File: config.mk
export PLATFORM = sky130hd
export DESIGN_NAME = trig_source_decoder
export DESIGN_NICKNAME = d
export VERILOG_FILES = /design/src/rtl/trig_pkg.sv /design/src/rtl/trig_rec_fifo.sv /design/src/rtl/trig_source_decoder.sv
export SDC_FILE = /design/constraint.sdc
export NUM_CORES = 1
export LEC_CHECK = 0
export BUFFER_PORTS_ARGS = -buffer_cell sky130_fd_sc_hd__clkbuf_2
export CORE_MARGIN = 5
export CORE_UTILIZATION = 40
export CTS_BUF_LIST = sky130_fd_sc_hd__clkbuf_8 sky130_fd_sc_hd__clkbuf_16
export DETAILED_ROUTE_END_ITERATION = 16
export PLACE_DENSITY_LB_ADDON = 0.3
export RECOVER_POWER = 25
export SYNTH_ARGS = -nofsm -noshare
export SYNTH_HDL_FRONTEND = slang
export SYNTH_SLANG_ARGS = --single-unit
File: constraint.sdc
create_clock -name s00_axi_aclk -period 2.85 [get_ports s00_axi_aclk]
set_clock_uncertainty 0.15 [all_clocks]
set_input_delay 0.57 -clock s00_axi_aclk [delete_from_list [all_inputs] [get_ports s00_axi_aclk]]
set_output_delay 0.57 -clock s00_axi_aclk [all_outputs]
set_load 0.02 [all_outputs]
File: src/rtl/trig_pkg.sv
// -----------------------------------------------------------------------------
// trig_pkg
// Shared declarations for the two-source trigger decoder: source-mask width,
// FSM state encoding and the queued record layout (default 32-bit timestamp).
// -----------------------------------------------------------------------------
package trig_pkg;

  localparam int unsigned SRC_W    = 2;
  localparam int unsigned TS_W_DEF = 32;

  typedef enum logic [1:0] {
    IDLE    = 2'd0,
    COLLECT = 2'd1,
    PUSH    = 2'd2
  } state_e;

  typedef struct packed {
    logic [SRC_W-1:0]    src;
    logic [TS_W_DEF-1:0] ts;
  } rec_t;

endpackage

File: src/rtl/trig_rec_fifo.sv
// -----------------------------------------------------------------------------
// trig_rec_fifo
// First-word-fall-through record FIFO. The head entry is presented on data_o
// whenever valid_o is high; data_o reads as zero while empty.
// Ports:
//   clk_i     clock
//   rst_ni    synchronous active-low reset (empties the FIFO)
//   push_i    write request, data_i is the word to store
//   pop_i     consumer ready; a pop happens only when valid_o is high
//   data_o    head word (zero when empty)
//   valid_o   FIFO not empty
//   accept_o  push_i was accepted this cycle (not full, or popping)
// -----------------------------------------------------------------------------
module trig_rec_fifo #(
  parameter int unsigned WIDTH = 34,
  parameter int unsigned DEPTH = 4
) (
  input  logic             clk_i,
  input  logic             rst_ni,
  input  logic             push_i,
  input  logic [WIDTH-1:0] data_i,
  input  logic             pop_i,
  output logic [WIDTH-1:0] data_o,
  output logic             valid_o,
  output logic             accept_o
);

  localparam int unsigned AW = $clog2(DEPTH);

  // One extra pointer bit distinguishes full from empty when the indices match.
  logic [AW:0]      wr_ptr_q, rd_ptr_q;
  logic [WIDTH-1:0] mem_q [DEPTH];
  logic             empty, full, pop;

  assign empty    = (wr_ptr_q == rd_ptr_q);
  assign full     = (wr_ptr_q[AW] != rd_ptr_q[AW]) &&
                    (wr_ptr_q[AW-1:0] == rd_ptr_q[AW-1:0]);
  assign pop      = pop_i & ~empty;
  // A full FIFO still takes a write when the head leaves in the same cycle.
  assign accept_o = push_i & (~full | pop);

  always_ff @(posedge clk_i) begin
    if (!rst_ni) begin
      wr_ptr_q <= '0;
      rd_ptr_q <= '0;
    end else begin
      if (accept_o) wr_ptr_q <= wr_ptr_q + {{AW{1'b0}}, 1'b1};
      if (pop)      rd_ptr_q <= rd_ptr_q + {{AW{1'b0}}, 1'b1};
    end
  end

  always_ff @(posedge clk_i) begin
    if (accept_o) mem_q[wr_ptr_q[AW-1:0]] <= data_i;
  end

  assign valid_o = ~empty;
  assign data_o  = empty ? '0 : mem_q[rd_ptr_q[AW-1:0]];

endmodule

File: src/rtl/trig_source_decoder.sv
// -----------------------------------------------------------------------------
// trig_source_decoder
// Recovers which trigger source(s) caused each merged event. Each event becomes
// a record {source mask, timestamp at first edge} queued in a FWFT FIFO.
// Ports:
//   s00_axi_aclk     clock
//   s00_axi_aresetn  synchronous active-low reset
//   signal1/signal2  asynchronous trigger levels (mask bit0 / bit1)
//   ts_count         free-running timestamp, latched at the first edge
//   merged_evt       one-cycle pulse at the start of each event
//   rec_valid        a record is available at the FIFO head
//   rec_ready        consumer accepts the head record
//   rec_src/rec_ts   head record (zero when no record is queued)
//   overflow         sticky: a record was dropped on a full FIFO
//   overflow_clr     clears overflow (a same-cycle drop keeps it set)
// -----------------------------------------------------------------------------
module trig_source_decoder
  import trig_pkg::*;
#(
  parameter int unsigned CNT_WIDTH  = 32,
  parameter int unsigned WINDOW     = 4,
  parameter int unsigned FIFO_DEPTH = 4
) (
  input  logic                 s00_axi_aclk,
  input  logic                 s00_axi_aresetn,
  input  logic                 signal1,
  input  logic                 signal2,
  input  logic [CNT_WIDTH-1:0] ts_count,
  output logic                 merged_evt,
  output logic                 rec_valid,
  input  logic                 rec_ready,
  output logic [1:0]           rec_src,
  output logic [CNT_WIDTH-1:0] rec_ts,
  output logic                 overflow,
  input  logic                 overflow_clr
);

  localparam int unsigned WCW   = (WINDOW > 1) ? $clog2(WINDOW) : 1;
  localparam int unsigned REC_W = SRC_W + CNT_WIDTH;

  logic [SRC_W-1:0]     sync1_q, sync2_q, prev_q;
  logic [1:0]           arm_cnt_q;
  logic [SRC_W-1:0]     e;

  state_e               state_q, state_d;
  logic [WCW-1:0]       win_cnt_q, win_cnt_d;
  logic [SRC_W-1:0]     mask_q, mask_d;
  logic [CNT_WIDTH-1:0] ts_lat_q, ts_lat_d;
  logic                 start, push, push_ok;
  logic                 merged_evt_q, overflow_q;
  logic [REC_W-1:0]     head;

  // Synchronizer, edge history and post-reset arming counter
  always_ff @(posedge s00_axi_aclk) begin
    if (!s00_axi_aresetn) begin
      sync1_q   <= '0;
      sync2_q   <= '0;
      prev_q    <= '0;
      arm_cnt_q <= '0;
    end else begin
      sync1_q <= {signal2, signal1};
      sync2_q <= sync1_q;
      prev_q  <= sync2_q;
      if (arm_cnt_q != 2'd3) arm_cnt_q <= arm_cnt_q + 2'd1;
    end
  end

  // Edges are suppressed for three cycles after reset so a level already high
  // at release is not mistaken for a fresh trigger.
  assign e = (arm_cnt_q == 2'd3) ? (sync2_q & ~prev_q) : '0;

  // FSM state register
  always_ff @(posedge s00_axi_aclk) begin
    if (!s00_axi_aresetn) begin
      state_q   <= IDLE;
      win_cnt_q <= '0;
    end else begin
      state_q   <= state_d;
      win_cnt_q <= win_cnt_d;
    end
  end

  always_ff @(posedge s00_axi_aclk) begin
    mask_q   <= mask_d;
    ts_lat_q <= ts_lat_d;
  end

  // FSM outputs: a new event may open from IDLE or straight out of PUSH
  always_comb begin
    push  = (state_q == PUSH);
    start = ((state_q == IDLE) || (state_q == PUSH)) && (|e);
  end

  // FSM next state
  always_comb begin
    state_d   = state_q;
    win_cnt_d = win_cnt_q;
    mask_d    = mask_q;
    ts_lat_d  = ts_lat_q;
    case (state_q)
      IDLE:    state_d = IDLE;
      COLLECT: begin
        mask_d = mask_q | e;
        if (win_cnt_q == '0) state_d = PUSH;
        else                 win_cnt_d = win_cnt_q - WCW'(1);
      end
      PUSH:    state_d = IDLE;
      default: state_d = IDLE;
    endcase
    if (start) begin
      state_d   = COLLECT;
      mask_d    = e;
      ts_lat_d  = ts_count;
      win_cnt_d = WCW'(WINDOW - 1);
    end
  end

  // Registered event pulse and sticky overflow
  always_ff @(posedge s00_axi_aclk) begin
    if (!s00_axi_aresetn) begin
      merged_evt_q <= 1'b0;
      overflow_q   <= 1'b0;
    end else begin
      merged_evt_q <= start;
      if (push && !push_ok) overflow_q <= 1'b1;
      else if (overflow_clr) overflow_q <= 1'b0;
    end
  end

  trig_rec_fifo #(
    .WIDTH (REC_W),
    .DEPTH (FIFO_DEPTH)
  ) u_fifo (
    .clk_i    (s00_axi_aclk),
    .rst_ni   (s00_axi_aresetn),
    .push_i   (push),
    .data_i   ({mask_q, ts_lat_q}),
    .pop_i    (rec_ready),
    .data_o   (head),
    .valid_o  (rec_valid),
    .accept_o (push_ok)
  );

  assign rec_src    = head[REC_W-1 -: SRC_W];
  assign rec_ts     = head[CNT_WIDTH-1:0];
  assign merged_evt = merged_evt_q;
  assign overflow   = overflow_q;

endmodule
==> results.ini <==
[worst_setup_path]
max_stage_delay_ns = 0.57
reg2reg_to = u_fifo.mem_q[1][15]
crit_fanout = 18
required_ns = 2.13
crit_arrival_ns = 1.99
path_class = reg -> out
cp-end-kind = output port
cp_slowest_cell = mux4_2
rrSetupSlack_ns = 0.70
crit_chain = buf_4 -> mux4_2 -> and2_1 -> clkbuf_2
r2r_cells = 4
worstReg2RegStart = u_fifo.wr_ptr_q[0]
cp-start-kind = flip-flop

[clock_network]
clk_pin_slew_ns = 0.07
postCtsSetupBuffers = 0
worst_skew_pair.late_latency_ns = 0.42
clock-root-buffer = clkbuf_16
cts_buffers = 17
tritoncts = yes
cts_max_path_buffers = 2
htree_levels = 4
clock_sinks = 192

[floorplanning]
coreArea_sq_um = 17400
rows = 48
die_y_um = 144
start_util_pct = 41.0
ioPinCount = 75
die_area_sq_um = 20600
die_w_um = 144

[hold_path]
worstHoldPathCells = 1
worstHoldStart = ts_count[28]
hold_path_class = in -> reg
holdPathEnd = ts_lat_q[28]

[timing]
max-slew-margin-rel_pct = 62.5
hold_violations = 0
fin_crit_sh_pct = 95.0
slew_viol_final = 0
rsz0062_at_grt = no
fmax_mhz = 369
period_needed_ns = 2.71
worstMarginPinSlew_ns = 0.556
fin_ws_ns = 0.142
setup_viol = 0
holdWs_ns = 0.164
fin_setup_tns_ns = 0

[cells_and_area]
layout_common_cells = 170 x edfxtp_1, 71 x clkbuf_2, 47 x and2_1
stdcell_count = 679
layout.nets = 486
diodes = 0
drive_gt1_share_pct = 35.5
area_growth_pct = 18.2
design_area_sq_um = 8450
final_common_cell = edfxtp_1

[placement]
gp_routability_congestion = 0.689
pre_cts_ws_ns = 0.555
post_dp_cell_area_sq_um = 7870
port-buffer-count = 74
dp_hpwl_um = 7810
placed_cells = 647

[detailed_routing]
vias = 3337
drt_iter0_markers = 143
drt-vias-per-instance = 4.91
drt.antenna.violating_nets = 0
route.final.wire_length_um = 12700
drc_errors = 0
first_pass_iters = 4
avgRoutedWirePerCell_um = 18.7

[logic_synthesis]
syn-num-nets = 393
synth-main-ff-cell = edfxtp_1
synth_cells = 348
ys_ff_latch = 192
yosysSeqAreaShare_pct = 77.6
syn_avg_cell_area_sq_um = 20.5
syn_area_sq_um = 7150
synth_edf_count = 170
async_flop_share_pct = 0
yosysWarnings = 0
ys_types = 36

[pwr]
ir_worst_vdd_uv = 430
powerDensity_nw_per_um2 = 650
static-leakage-power_nw = 2.92

[global_routing]
overflow = 0
grt_pass1_vias = 3638
track_usage_pct = 13.3
grt_max_degree = 33
grt_first_pass_wirelength_um = 20400
antenna_found_initial = 0

[outcome]
status = complete, no violations

[run]
drv_cap = 0

metal layers:
layer,share of wire (%),GRT usage [%],vias up,routed length [um]
li1,-,-,1545,-
met1,43,16.8,1723,5410
met2,52,22.1,62,6540
met3,5.1,4.53,7,644
met4,0.65,3.52,0,82
met5,0,0,-,0
Yosys cell counts (5+ instances only):
cell      count  area share, %
ha_1          7            1.2
inv_1         8           0.42
nor2b_1       5           0.44
dfxtp_1      22            6.2
xnor2_1       7           0.86
mux4_2       34             11
and2_1       51            4.5
edfxtp_1    170             71
registers in the layout, indices dropped and copies added (netlist names), named ones only:
signal,cells
u_fifo.mem_q,136
ts_lat_q,32
u_fifo.rd_ptr_q,3
u_fifo.wr_ptr_q,3
arm_cnt_q,2
mask_q,2
prev_q,2
state_q,2
sync1_q,2
sync2_q,2
win_cnt_q,2
merged_evt,1
overflow,1
timing repair:
item | CTS | global route
endpoints found under the setup margin | 0 | 5
resized for setup | 0 | 1
hold buffers | 0 | 0
stage by stage:
stage,power (W),util [%]
3_3_place_gp,0.00324,45.2
6_report,0.00550,48.5
4_1_cts,0.00556,48.5
2_1_floorplan,0.00319,-
5_1_grt,0.00571,48.5
3_5_place_dp,0.00325,45.2
logic make-up (layout without fill, tap and decap cells):
kind of cell | count (synthesis) | after routing | share of synthesized area [%]
compound gates | 14 | 14 | 1.45
xor+xnor | 10 | 10 | 1.33
fa+ha+maj | 7 | 7 | 1.23
buf+inv | 22 | 128 | 1.68
flops | 192 | 192 | 77.6
mux | 36 | 36 | 11.0
simple gates | 67 | 67 | 5.74
area by class of cell:
type | count | area [sq um]
well taps | 225 | 282
flip-flops and latches | 192 | 5550
repair buffers | 88 | 522
clock buffers | 17 | 425
inverters | 8 | 30.0
fillers | 1446 | 8970
multi-input cells | 134 | 1490
clock inverters | 15 | 154
how the worst max path moves through the flow:
stage / start / endpoint / slack [ns] / depth (start not counted)
final: flip-flop / rec_src[1] / 0.14 / 4
after detailed placement: flip-flop / rec_src[0] / 0.55 / 4
after global routing: flip-flop / rec_src[1] / 0.001 / 4
after global placement: flip-flop / rec_ts[23] / 0.56 / 4
after floorplan: rec_ready / u_fifo.mem_q[3][0] / 0.54 / 3
after CTS: flip-flop / rec_src[0] / 0.08 / 4
where the power goes:
group	switching (W)	internal (W)
logic	0.0000537	0.0000525
registers	0.0000153	0.00306
clock network	0.00113	0.00118
total	0.00120	0.00429
worst max-delay path: cells and delay by family (launching register included):
family | cells | cell delay [ns]
buffers and inverters | 2 | 0.50
multiplexers | 1 | 0.57
AND/OR/NAND/NOR | 1 | 0.17
flip-flops | 1 | 0.32
Note: power is estimated with default switching activity, not from simulation.
